$ cat config.mk
export PLATFORM = sky130hd
export DESIGN_NAME = inst_fetch
export DESIGN_NICKNAME = d
export VERILOG_FILES = /design/src/rtl/cpu_pkg.sv /design/src/rtl/fetch_fifo.sv /design/src/rtl/inst_fetch.sv
export SDC_FILE = /design/constraint.sdc
export NUM_CORES = 1
export LEC_CHECK = 0
export CAP_MARGIN = 20
export CORE_MARGIN = 2
export CORE_UTILIZATION = 24
export CTS_CLUSTER_DIAMETER = 30
export DETAILED_ROUTE_END_ITERATION = 7
export GPL_TIMING_DRIVEN = 1
export RECOVER_POWER = 25
export REMOVE_ABC_BUFFERS = 1
export SYNTH_ARGS = -nofsm -noshare
export SYNTH_HDL_FRONTEND = slang
export SYNTH_SLANG_ARGS = --single-unit
$ cat constraint.sdc
create_clock -name clk -period 5.8 [get_ports clk]
set_input_delay 0.58 -clock clk [delete_from_list [all_inputs] [get_ports clk]]
set_output_delay 0.58 -clock clk [all_outputs]
set_load 0.02 [all_outputs]
$ cat src/rtl/cpu_pkg.sv
// Shared CPU constants and the fetch queue entry type.
// Used by inst_fetch and fetch_fifo.
package cpu_pkg;
    localparam int              ADDR_W   = 12;
    localparam int              INSTR_W  = 16;
    localparam logic [ADDR_W-1:0] RESET_PC = 12'h000;

    typedef struct packed {
        logic [ADDR_W-1:0]  pc;
        logic [INSTR_W-1:0] instr;
    } fetch_entry_t;
endpackage

$ cat src/rtl/fetch_fifo.sv
// Prefetch queue of PC-tagged instruction words.
// Clear, or rst_n low, empties it at the next edge.
module fetch_fifo
    import cpu_pkg::*;
#(
    parameter int DEPTH = 2,
    parameter int CW    = $clog2(DEPTH) + 1
) (
    input  logic         clk,
    input  logic         rst_n,
    input  logic         push,
    input  logic         pop,
    input  logic         clear,
    input  fetch_entry_t din,
    output logic [CW-1:0] count,
    output fetch_entry_t head
);
    localparam int PW = CW - 1;

    fetch_entry_t    mem [DEPTH];
    logic [CW-1:0]   wr_ptr, rd_ptr;

    // Pointers carry one extra wrap bit so full and empty are distinct.
    assign count = wr_ptr - rd_ptr;
    assign head  = mem[rd_ptr[PW-1:0]];

    always_ff @(posedge clk) begin
        if (!rst_n || clear) begin
            wr_ptr <= '0;
            rd_ptr <= '0;
        end else begin
            if (push) wr_ptr <= wr_ptr + 1'b1;
            if (pop)  rd_ptr <= rd_ptr + 1'b1;
        end
    end

    always_ff @(posedge clk) begin
        if (push) mem[wr_ptr[PW-1:0]] <= din;
    end
endmodule

$ cat src/rtl/inst_fetch.sv
// Instruction fetch: drives instmem, queues PC-tagged words, hands them to decode.
// Optional perf counters enabled by defining FETCH_PERF_EN.
module inst_fetch
    import cpu_pkg::*;
#(
    parameter int                FQ_DEPTH = 2,
    parameter logic [ADDR_W-1:0] RST_PC   = RESET_PC
) (
    input  logic               clk,
    input  logic               rst_n,
    output logic [ADDR_W-1:0]  addIM,
    input  logic [INSTR_W-1:0] outIM,
    input  logic               halt,
    input  logic               branch_en,
    input  logic [ADDR_W-1:0]  branch_addr,
    output logic               ir_valid,
    input  logic               ir_ready,
    output logic [INSTR_W-1:0] ir_data,
    output logic [ADDR_W-1:0]  ir_pc
`ifdef FETCH_PERF_EN
    ,
    output logic [15:0]        perf_fetch,
    output logic [15:0]        perf_stall
`endif
);
    localparam int CW = $clog2(FQ_DEPTH) + 1;

    logic [ADDR_W-1:0] pc, req_pc;
    logic              req_vld;
    logic [CW-1:0]     count, occ;
    logic              fire, issue, push;
    fetch_entry_t      head, din;

    assign addIM    = pc;
    assign ir_valid = (count != '0);
    assign fire     = ir_valid & ir_ready;
    assign ir_data  = ir_valid ? head.instr : '0;
    assign ir_pc    = ir_valid ? head.pc    : '0;

    // A slot freed by this cycle's pop counts as available, which keeps
    // a two-entry queue streaming one word per cycle without overflow.
    assign occ   = count - CW'(fire) + CW'(req_vld);
    assign issue = !halt && !branch_en && (occ < CW'(FQ_DEPTH));
    assign push  = req_vld && !branch_en;
    assign din   = '{pc: req_pc, instr: outIM};

    fetch_fifo #(.DEPTH(FQ_DEPTH), .CW(CW)) u_fifo (
        .clk   (clk),
        .rst_n (rst_n),
        .push  (push),
        .pop   (fire),
        .clear (branch_en),
        .din   (din),
        .count (count),
        .head  (head)
    );

    always_ff @(posedge clk) begin
        if (!rst_n) begin
            pc      <= RST_PC;
            req_pc  <= '0;
            req_vld <= 1'b0;
        end else if (branch_en) begin
            pc      <= branch_addr;
            req_vld <= 1'b0;
        end else begin
            req_vld <= issue;
            if (issue) begin
                req_pc <= pc;
                pc     <= pc + 1'b1;
            end
        end
    end

`ifdef FETCH_PERF_EN
    always_ff @(posedge clk) begin
        if (!rst_n) begin
            perf_fetch <= '0;
            perf_stall <= '0;
        end else begin
            if (fire && perf_fetch != 16'hFFFF)
                perf_fetch <= perf_fetch + 1'b1;
            if (ir_valid && !ir_ready && perf_stall != 16'hFFFF)
                perf_stall <= perf_stall + 1'b1;
        end
    end
`endif
endmodule

# Word-level counts from Yosys, hierarchy flattened
# Memories as Yosys holds them, arrays and structs flattened. A register that Yosys moved wholly into a read port is not among the register bits.
# Cells that the tools add are included.
# W data, S select, Z words.
totals:
  ff_bits: 29
  mem_bits_rw: 56
  output_inout_bits: 41
  elab_cells: 35
  mem_count: 1
mem_list:
  columns: ["name", "depth", "width", "read_ports", "rd_ports_with_merged_regs", "wr", "line_no", "source"]
  rows:
  - ["u_fifo.mem", 2, 28, 1, 1, 1, "fetch_fifo.sv:20", "fetch_entry_t mem [DEPTH];"]
op_classes:
  n_addsub: 6
  order_cmp: 1
  mux: 8
  bitwise_logic: 3
  reduce_logical: 11
ops:
  columns: ["operator", "n"]
  rows:
  - ["$mux W12", 3]
  - ["$mux W16", 1]
  - ["$add A12 B1 Y12 const B", 1]
  - ["$add A2 B1 Y2 const B", 2]
  - ["$mux W1", 4]
  - ["$reduce_bool A2 Y1", 2]
  - ["$logic_and A1 B1 Y1", 3]
  - ["$logic_not A1 Y1", 3]
  - ["$add A2 B1 Y2", 1]
  - ["$lt A2 B2 Y1 const B", 1]
  - ["$not A1 Y1", 2]
  - ["$reduce_and A2 Y1", 1]
  - ["$reduce_or A2 Y1", 1]
  - ["$sub A2 B1 Y2", 1]
  - ["$sub A2 B2 Y2", 1]
  - ["$and A1 B1 Y1", 1]
  - ["$logic_or A1 B1 Y1", 1]

# Depth between registers and ports, before layout
# Gate-level depths: netlist of run 1.
logic_depth:
  ltp_word: 9
  depth_mapped: 10

# Cells and area by module
# Synthesis of run 1 repeated with hierarchy kept, for this count alone.
hier_totals:
  cells_unflattened: 304
  hier_area_um2: 3901.2
by_module_without_submodules:
  columns: ["mod", "instances", "cells_each", "area_each_um2", "seq_area_each_um2"]
  rows:
  - ["fetch_fifo", 1, 111, 2353.5, 1781.7]
  - ["inst_fetch", 1, 193, 1547.7, 500.5]

# Least setup slack after synthesis of run 1
# Ideal clock, no wire load.
synth_path:
  kind: "reg-to-reg"
  start: "reg u_fifo.wr_ptr[0]"
  end: "reg req_pc[10]"
  arrival_time_ns: 2.301
  slack_ns: 3.367
  stages_incl_launch_ff: 11
  path_cell_list: "dfxtp_1 > inv_1 > ha_1 > a21oi_1 > ha_1 > xnor2_1 > xor3_2 > buf_2 > buf_2 > o31ai_1 > a21oi_1"
synth_between:
  elab_chain_cells: 8
synth_lines:
  columns: ["item", "line_no", "source"]
  rows:
  - ["from (decl)", "fetch_fifo.sv:21", "logic [CW-1:0] wr_ptr, rd_ptr;"]
  - ["from (signal assigned)", "fetch_fifo.sv:32", "if (push) wr_ptr <= wr_ptr + 1'b1;"]
  - ["$sub A2 B2 Y2", "fetch_fifo.sv:24", "assign count = wr_ptr - rd_ptr;"]
  - ["$reduce_bool A2 Y1", "inst_fetch.sv:35", "assign ir_valid = (count != '0);"]
  - ["$and A1 B1 Y1", "inst_fetch.sv:36", "assign fire = ir_valid & ir_ready;"]
  - ["via fire", "inst_fetch.sv:31", "logic fire, issue, push;"]
  - ["$sub A2 B1 Y2", "inst_fetch.sv:42", "assign occ = count - CW'(fire) + CW'(req_vld);"]
  - ["$add A2 B1 Y2", "inst_fetch.sv:42", null]
  - ["$lt A2 B2 Y1", "inst_fetch.sv:43", "assign issue = !halt && !branch_en && (occ < CW'(FQ_DEPTH));"]
  - ["$logic_and A1 B1 Y1", "inst_fetch.sv:43", null]
  - ["$reduce_and A2 Y1 (no line)", null, null]
  - ["to (signal assigned)", "inst_fetch.sv:69", "req_pc <= pc;"]
  - ["to (decl)", "inst_fetch.sv:28", "logic [ADDR_W-1:0] pc, req_pc;"]
# The timed path passes the listed nets, and every way through them passes these cells.
# A chain may end at the register's enable or synchronous reset.

# Worst setup path after layout of run 1
layout_path:
  start: "in branch_en"
  end: "mem u_fifo.mem[0][4] (netlist bit), enable pin"
layout_between:
  elab_chain_cells: 4
layout_lines:
  columns: ["item", "line_no", "source"]
  rows:
  - ["from (decl)", "inst_fetch.sv:14", "input logic branch_en,"]
  - ["$logic_not A1 Y1", "inst_fetch.sv:44", "assign push = req_vld && !branch_en;"]
  - ["$logic_and A1 B1 Y1", "inst_fetch.sv:44", null]
  - ["$mux W1", "fetch_fifo.sv:38", "if (push) mem[wr_ptr[PW-1:0]] <= din;"]
  - ["$mux W1 (implied by the code)", "fetch_fifo.sv:38", null]
  - ["to (decl)", "fetch_fifo.sv:20", null]
# No other way between the ends.

==> impl_metrics.env, run 1 <==
export IMPL_synth_avg_cell_area_sq_um=12.19
export IMPL_cts_resized=0
export IMPL_grt_overflow=0
export IMPL_drtIter0Drc=193
export IMPL_finalWirelength_um=7819
export IMPL_cts_htree_levels=3
export IMPL_crit_type="in -> reg"
export IMPL_portBuffers=73
export IMPL_grt_pass1_vias=2464
export IMPL_stdcell_count=558
export IMPL_start_util_pct=24.25
export IMPL_fill_cells=1513
export IMPL_syn_area_sq_um=3646
export IMPL_peakVddDrop_v=0.0001502
export IMPL_numCtsBuffers=9
export IMPL_drive_above_1_share_pct=6.486
export IMPL_setup_tns_ps=0
export IMPL_r2r_slack_ps=2930
export IMPL_syn_inst=299
export IMPL_max_freq_mhz=299.8
export IMPL_outcome="complete, no violations"
export IMPL_r2r_end="addIM[10]$_SDFFE_PN0P_"
export IMPL_setup_viol=0
export IMPL_hold_path_class="reg -> reg"
export IMPL_r2r_start="u_fifo.wr_ptr[0]$_SDFFE_PP0P_"
export IMPL_clk_path_buf_depth=2
export IMPL_path_clk_slew_ps=60
export IMPL_fp_dieW_um=127.3
export IMPL_grt_setup_unrepaired="false"
export IMPL_drtPass1Iterations=4
export IMPL_clock_latency_ps=330
export IMPL_power_density_nw_per_um2=270.2
export IMPL_coreArea_sq_um=15030
export IMPL_yosys_area_top_type_share_pct=46.12
export IMPL_fin_crit_ps=3335
export IMPL_endpoint_kind="flip-flop"
export IMPL_tightestPinTransition_ps=988.7
export IMPL_period_share_pct=57.50
export IMPL_antenna_found_initial=0
export IMPL_r2r_cells=8
export IMPL_vias=2592
export IMPL_nets=401
export IMPL_area_growth_pct=33.08
export IMPL_slew_violations=0
export IMPL_diodes=0
export IMPL_core_rowCount=45
export IMPL_drc_errors=0
export IMPL_synth_top_area_cell="edfxtp_1"
export IMPL_yosys_warnings=0
export IMPL_dieArea_sq_um=16190
export IMPL_holdBufCountCts=0
export IMPL_cts_setup_buffers=0
export IMPL_endpoint="u_fifo.mem[0][4]$_DFFE_PP_"
export IMPL_dpl_hpwl_um=5274
export IMPL_dp_cells=541
export IMPL_ys_seq_area_share_pct=62.59
export IMPL_grt_pass1_wl_um=12700
export IMPL_cp_max_fo=33
export IMPL_track_usage_pct=9.939
export IMPL_ios=74
export IMPL_clock_root_buffer="clkbuf_16"
export IMPL_cts_tree="built"
export IMPL_grt_max_degree=34
export IMPL_worst_ep_arrival_time_ps=3390
export IMPL_leakage_nw=1.567
export IMPL_synthTopCellsByArea="edfxtp_1 46%, dfxtp_1 16%, mux2i_1 8.0%"
export IMPL_die_y_um=127.3
export IMPL_yosysUniqueCellTypes=38
export IMPL_start_kind="input port"
export IMPL_worstPathRequired_ps=5850
export IMPL_antenna_left=0
export IMPL_final_hold_viol_count=0
export IMPL_maxSlewHeadroom_pct=33.88
export IMPL_drv_cap=0
export IMPL_wl_per_cell_um=14.01
export IMPL_gp_routability_congestion=0.7408
export IMPL_synth_seq_cells=86
export IMPL_vias_per_cell=4.645
export IMPL_skew_ps=10.79
export IMPL_clock_sinks=86
export IMPL_startpoint="branch_en"
## cells in the final DEF (no fill, tap or decap), drive strengths merged, types with 9 or more instances in the layout
master / count
dlygate4sd3: 11
nand4: 18
o21ai: 10
clkbuf: 9
o31ai: 15
clkdlybuf4s50: 62
edfxtp: 56
a21oi: 13
inv: 11
mux2i: 29
dfxtp: 30
nor2: 37
## cell families after synthesis
family,count (synthesis),synth area share [%]
multiplexers,29,7.962
XOR/XNOR,8,2.951
adder cells (fa/ha/maj),3,1.030
flip-flops,86,62.59
AO/OA/AOI/OAI,55,9.918
AND/OR/NAND/NOR,87,12.22
buffers and inverters,31,3.329
## synth_stat cells
library cell / n
nor2_1: 37
nor4_1: 3
or3_1: 2
nor2b_1: 3
xnor3_1: 1
nand2b_1: 1
edfxtp_1: 56
o41ai_1: 1
nor3_1: 1
and2_1: 1
nor3b_1: 2
nand2_1: 5
a211oi_1: 3
buf_2: 4
or4_1: 3
mux2i_1: 29
xnor2_1: 5
o311a_1: 1
and3_1: 5
o2111a_1: 1
ha_1: 3
inv_1: 9
or4b_1: 1
nand4_1: 18
buf_1: 2
nand3_1: 4
o31ai_1: 15
o31a_1: 1
a31o_2: 2
xor3_2: 1
and4_1: 1
clkbuf_1: 16
a21oi_1: 13
dfxtp_1: 30
o21ai_0: 10
a311oi_1: 2
a31oi_1: 6
xnor2_2: 1
## worst max-delay path, stage by stage
cell and delay [ps]:
clkdlybuf4s50_1 830, inv_1 880, and3_1 690, buf_8 240, buf_4 150
## per-layer routing
| layer | track usage (%) | wire length (um) |
|---|---|---|
| met5 | 0 | 0 |
| met4 | 1.939 | 44 |
| met1 | 14.08 | 3856 |
| met3 | 3.350 | 481 |
| met2 | 14.93 | 3437 |
## how the worst min path moves through the flow
stage	from	cells past startpoint	endpoint	slack, ps
after floorplan	req_pc[0]$_SDFFE_PN0P_	0	u_fifo.mem[0][16]$_DFFE_PP_	430
after global placement	req_pc[5]$_SDFFE_PN0P_	0	u_fifo.mem[0][21]$_DFFE_PP_	440
after detailed placement	req_pc[4]$_SDFFE_PN0P_	0	u_fifo.mem[1][20]$_DFFE_PP_	450
after CTS	req_pc[4]$_SDFFE_PN0P_	0	u_fifo.mem[0][20]$_DFFE_PP_	450
after global routing	req_pc[5]$_SDFFE_PN0P_	0	u_fifo.mem[0][21]$_DFFE_PP_	480
final	req_pc[4]$_SDFFE_PN0P_	0	u_fifo.mem[0][20]$_DFFE_PP_	450
## through the flow
stage               setup slack (ps)  hold WS, ps  utilization (%)  cell area [sq um]  total power [mW]
global placement                1842        441.7            30.20               4541            0.7931
CTS                             2404        452.0            32.18               4837             1.326
global route                    2218        477.3            32.28               4852             1.364
detailed placement              2079        446.0            30.30               4556            0.7952
finish                          2465        450.5            32.28               4852             1.311
floorplan                       3243        425.6                -               3558            0.7334
## final cells by class
class                           count  area (sq um)  area share, %
Inverter                            9         33.78         0.6962
Timing Repair Buffer               77         775.7          15.99
Clock buffer                        9         225.2          4.642
Clock inverter                      7         56.30          1.160
Tap cell                          188         235.2          4.848
Sequential cell                    86          2283          47.06
Multi-Input combinational cell    182          1242          25.61
## where the power goes
| group | internal [mW] | switching [mW] | leakage [nW] |
|---|---|---|---|
| clock network | 0.294 | 0.235 | 0.132 |
| logic | 0.0496 | 0.0531 | 0.651 |
| registers | 0.664 | 0.0148 | 0.784 |
## state kept, by name, indices dropped and copies added, names as in the netlist, named ones only
register	flops
addIM	12
u_fifo.mem	56
u_fifo.rd_ptr	2
req_pc	12
u_fifo.wr_ptr	2
req_vld	1
(Power assumes the default switching activity.)
==> inputs of run 2 (changes only) <==
- clock period: 5.8 -> 3.15 ns (I/O delays scaled with it)
==> run 2 against run 1 <==
Effect of this change: worst setup slack worse by 2000 ps; sequential cell count unchanged; wire length up 1.4%; first-iteration DRC count down 33%; worst hold slack better by 11 ps; design area up 0.34%; combinational power up 85%; critical path depth up 3; sequential share of layout area down 0.16 points; non-clock buffer count up 4; utilization up 0.11 points; clock power up 86%; critical path type is now reg -> reg.
==> impl_metrics.env, run 2 (synthesized netlist as in run 1, its figures left out) <==
export IMPL_tightestPinTransition_ps=715.8
export IMPL_antenna_found_initial=0
export IMPL_final_hold_viol_count=0
export IMPL_cp_common_cell="ha_1"
export IMPL_clock_latency_ps=330
export IMPL_numCtsBuffers=9
export IMPL_period_share_pct=85.49
export IMPL_dieArea_sq_um=16190
export IMPL_endpoint_kind="flip-flop"
export IMPL_coreArea_sq_um=15030
export IMPL_startpoint="u_fifo.wr_ptr[0]$_SDFFE_PP0P_"
export IMPL_vias_per_cell=4.500
export IMPL_final_cell_mix="62 x clkdlybuf4s50_1, 56 x edfxtp_1, 37 x nor2_1"
export IMPL_grt_setup_unrepaired="false"
export IMPL_fp_dieW_um=127.3
export IMPL_portBuffers=73
export IMPL_dpl_hpwl_um=5297
export IMPL_endpoint="addIM[10]$_SDFFE_PN0P_"
export IMPL_diodes=0
export IMPL_peakVddDrop_v=0.0002443
export IMPL_nets=405
export IMPL_leakage_nw=1.584
export IMPL_drtPass1Iterations=4
export IMPL_maxSlewHeadroom_pct=52.28
export IMPL_finalWirelength_um=7928
export IMPL_critical_path_max_stage_delay_ps=530
export IMPL_antenna_left=0
export IMPL_cts_tree="built"
export IMPL_cts_htree_levels=3
export IMPL_r2r_cells=8
export IMPL_grt_overflow=0
export IMPL_fin_util_pct=32.38
export IMPL_cp_max_fo=13
export IMPL_ios=74
export IMPL_area_growth_pct=33.53
export IMPL_crit_type="reg -> reg"
export IMPL_vias=2529
export IMPL_drc_errors=0
export IMPL_core_rowCount=45
export IMPL_path_clk_slew_ps=60
export IMPL_crit_chain="inv_1, ha_1, a21oi_1, ha_1, xnor2_1, xor3_2, or4b_1, a31oi_1"
export IMPL_layout_commonest_cell="clkdlybuf4s50_1"
export IMPL_setup_viol=0
export IMPL_r2r_end="addIM[10]$_SDFFE_PN0P_"
export IMPL_clk_path_buf_depth=2
export IMPL_hold_path_class="reg -> reg"
export IMPL_grt_pass1_vias=2594
export IMPL_cts_resized=0
export IMPL_gp_routability_congestion=0.7707
export IMPL_power_density_nw_per_um2=498.9
export IMPL_cts_setup_buffers=0
export IMPL_worst_ep_arrival_time_ps=2950
export IMPL_crit_family="XOR/XNOR gates"
export IMPL_outcome="complete, no violations"
export IMPL_stdcell_count=562
export IMPL_drtIter0Drc=129
export IMPL_crit_buf_inv=1
export IMPL_grt_max_degree=32
export IMPL_largest_reg_flops=56
export IMPL_max_freq_mhz=371.3
export IMPL_drv_cap=0
export IMPL_die_y_um=127.3
export IMPL_fin_crit_ps=2693
export IMPL_worstPathRequired_ps=3410
export IMPL_start_kind="flip-flop"
export IMPL_holdBufCountCts=0
export IMPL_start_util_pct=24.25
export IMPL_path_depth=8
export IMPL_wl_per_cell_um=14.11
export IMPL_skew_ps=5.457
export IMPL_clock_sinks=86
export IMPL_r2r_slack_ps=460
export IMPL_grt_pass1_wl_um=13140
export IMPL_r2r_start="u_fifo.wr_ptr[0]$_SDFFE_PP0P_"
export IMPL_clock_root_buffer="clkbuf_16"
export IMPL_slew_violations=0
export IMPL_crit_slowest_cell="xor3_2"
export IMPL_dp_cells=546
export IMPL_track_usage_pct=10.18
export IMPL_drive_above_1_share_pct=7.754
export IMPL_setup_tns_ps=0
[run 2: changes by cell type in the layout (fill, tap and decap cells not counted), sizes merged]
cell,delta
buf,+4
[run 2: per-layer routing]
metal	part of all wire, %	global-route usage, %	vias to the layer above
met5	0	0	-
met4	0.45	2.198	0
met3	5.1	3.434	7
met2	44	16.41	80
met1	50	13.36	1161
li1	-	-	1281
[run 2: how the worst min path moves through the flow]
stage / depth (start not counted) / endpoint / startpoint / slack, ps
floorplan: 0 / u_fifo.mem[0][0]$_DFFE_PP_ / outIM[0] / 410
global placement: 0 / u_fifo.mem[0][20]$_DFFE_PP_ / req_pc[4]$_SDFFE_PN0P_ / 440
detailed placement: 0 / u_fifo.mem[0][22]$_DFFE_PP_ / req_pc[6]$_SDFFE_PN0P_ / 450
CTS: 0 / u_fifo.mem[0][20]$_DFFE_PP_ / req_pc[4]$_SDFFE_PN0P_ / 470
global route: 0 / u_fifo.mem[0][27]$_DFFE_PP_ / req_pc[11]$_SDFFE_PN0P_ / 480
finish: 0 / u_fifo.mem[0][26]$_DFFE_PP_ / req_pc[10]$_SDFFE_PN0P_ / 460
[run 2: layout make-up]
type                       instances  area [sq um]
sequential                        86          2283
clock buffer                       9         225.2
inverter                           9         33.78
multi-input combinational        182          1242
timing repair buffer              81         790.8
fill                            1490         10160
tap                              188         235.2
clock inverter                     7         57.56
[run 2: power by group]
| part | internal, mW | switching, mW | leakage (nW) |
|---|---|---|---|
| clock network | 0.543 | 0.445 | 0.134 |
| logic | 0.0927 | 0.0986 | 0.666 |
| registers | 1.22 | 0.0270 | 0.784 |
[run 2: metrics by stage]
step	hold slack, ps	instance area, sq um	setup WS, ps	total power [mW]
finish	461.3	4868	457.0	2.429
global route	475.3	4868	254.7	2.543
CTS	465.3	4868	464.8	2.467
detailed placement	448.1	4586	411.7	1.468
global placement	435.1	4586	428.9	1.464
floorplan	413.9	3558	593.4	1.350
==> RTL change, RTL diff (settings of run 1) <==
`INSTR_W`: 16 -> 20.
--- a/src/rtl/cpu_pkg.sv
+++ b/src/rtl/cpu_pkg.sv
@@ -4,3 +4,3 @@
     localparam int              ADDR_W   = 12;
-    localparam int              INSTR_W  = 16;
+    localparam int              INSTR_W  = 20;
     localparam logic [ADDR_W-1:0] RESET_PC = 12'h000;
Interface: changed (resized ir_data and outIM); port bits go from 74 to 82. The function was not compared with the original's and may differ.
==> RTL change against run 1 <==
- synthesized cell count up 2.7%
- die area rose by 6.2%
- routed wire length increased by 6.4%
- sequential cell count rose by 8
- area after synthesis up 6.5%
- worst setup slack gained 0.018 ns
- total power grew 12%
- clock power rose by 17%
- final cell count up 7.7%
- design area grew 7.8%
- critical path type unchanged
- register-to-register slack improved by 0.03 ns
- largest cell class unchanged
- worst hold slack better by 0.016 ns
==> RTL change: results (changes against run 1) <==
metric	value	unit	change
status	completed		
endpoint	u_fifo.wr_ptr[1]		
critPathArrivalTime	3.53	ns	+0.14 ns
cp_top_family	buffers and inverters		
track_usage	0.0973		-0.00213
drive_above_1_share	0.0545		-0.0103
grt_pass1_vias	2549		+3.4%
max-vdd-ir-drop	130	uV	-14%
tightest_slew	0.990	ns	+0.00130 ns
ff2ff_path_depth	9		+1
portBuffers	81		+11%
cpPeakStageDelay	0.91	ns	+0.03 ns
worst_path_max_delay_cell	clkinv_1		
htreeDepth	3		unchanged
wl_met1	3850	um	about the same
r2r-end	addIM[6]		
finClkSkew	0.00711	ns	-0.00368 ns
powerSeq	742	uW	+9.3%
first_iter_violations	171		-11%
dr_wl_met3	437	um	-9.1%
synth-xor-area-share	0.0255		-0.00405
clock_power	620	uW	+17%
ys_seq_area_frac	0.650		+0.0240
p_sw_frac	0.209		-0.0225
p_leak	0.00164	uW	+4.4%
placedInstanceArea	4890	um2	+7.4%
min_to	u_fifo.mem[1][30]		
globalplace.congestion	0.749		+1.1%
ys_types	32		-16%
grt_pass1_wl	13400	um	+5.5%
dr.pass1.iters	5		+1
largest_reg_flops	64		+14%
fillers	1567		+3.6%
rrSetupSlack	2.96	ns	+0.03 ns
synthMuxAreaShare	0.0851		+0.00549
dp_hpwl	5620	um	+6.5%
dr_wl_met2	4010	um	+17%
synthAdderAreaFrac	0.00967		-0.000624
synth_compound_area_frac	0.0961		-0.00311
vias_per_cell	4.32		-6.9%
synthTopCellsByArea	edfxtp_1 (50%), dfxtp_1 (15%), mux2i_1 (8.5%)		
synth_edf_count	64		+14%
routed_wl	8320	um	+6.4%
synth.top_cell.area_share	0.495		+0.0339
synthTopCellsByCount	edfxtp_1 (64), nor2_1 (39), mux2i_1 (33)		
layout.nets	420		+4.7%
min-delay-start	req_pc[10]		
[RTL change: cells by family after synthesis]
family / Yosys count
XOR/XNOR: 8
adder cells (fa/ha/maj): 3
AND/OR/NAND/NOR: 81
multiplexers: 33
AO/OA/AOI/OAI: 58
flip-flops: 94
buffers and inverters: 30
[RTL change: metrics by stage]
stage	hold slack [ns]	worst slack [ns]	total power [uW]	cells
after floorplan	0.426	2.97	798	286
after global placement	0.443	2.19	859	584
after detailed placement	0.450	2.10	862	584
after CTS	0.465	2.46	1480	600
after global routing	0.474	2.22	1530	601
final	0.467	2.48	1470	601
[RTL change: final cells by class]
type	instances	area, um2	area share
Multi-Input combinational cell	183	1240	0.238
Inverter	9	33.8	0.00646
Tap cell	216	270	0.0517
Clock inverter	6	93.8	0.0179
Clock buffer	10	229	0.0438
Timing Repair Buffer	83	833	0.159
Sequential cell	94	2520	0.483
[RTL change: layer usage]
layer	up-vias	GRT usage
met5	-	0
met4	0	0.0187
met3	2	0.0332
met2	91	0.154
met1	1191	0.130
li1	1315	-
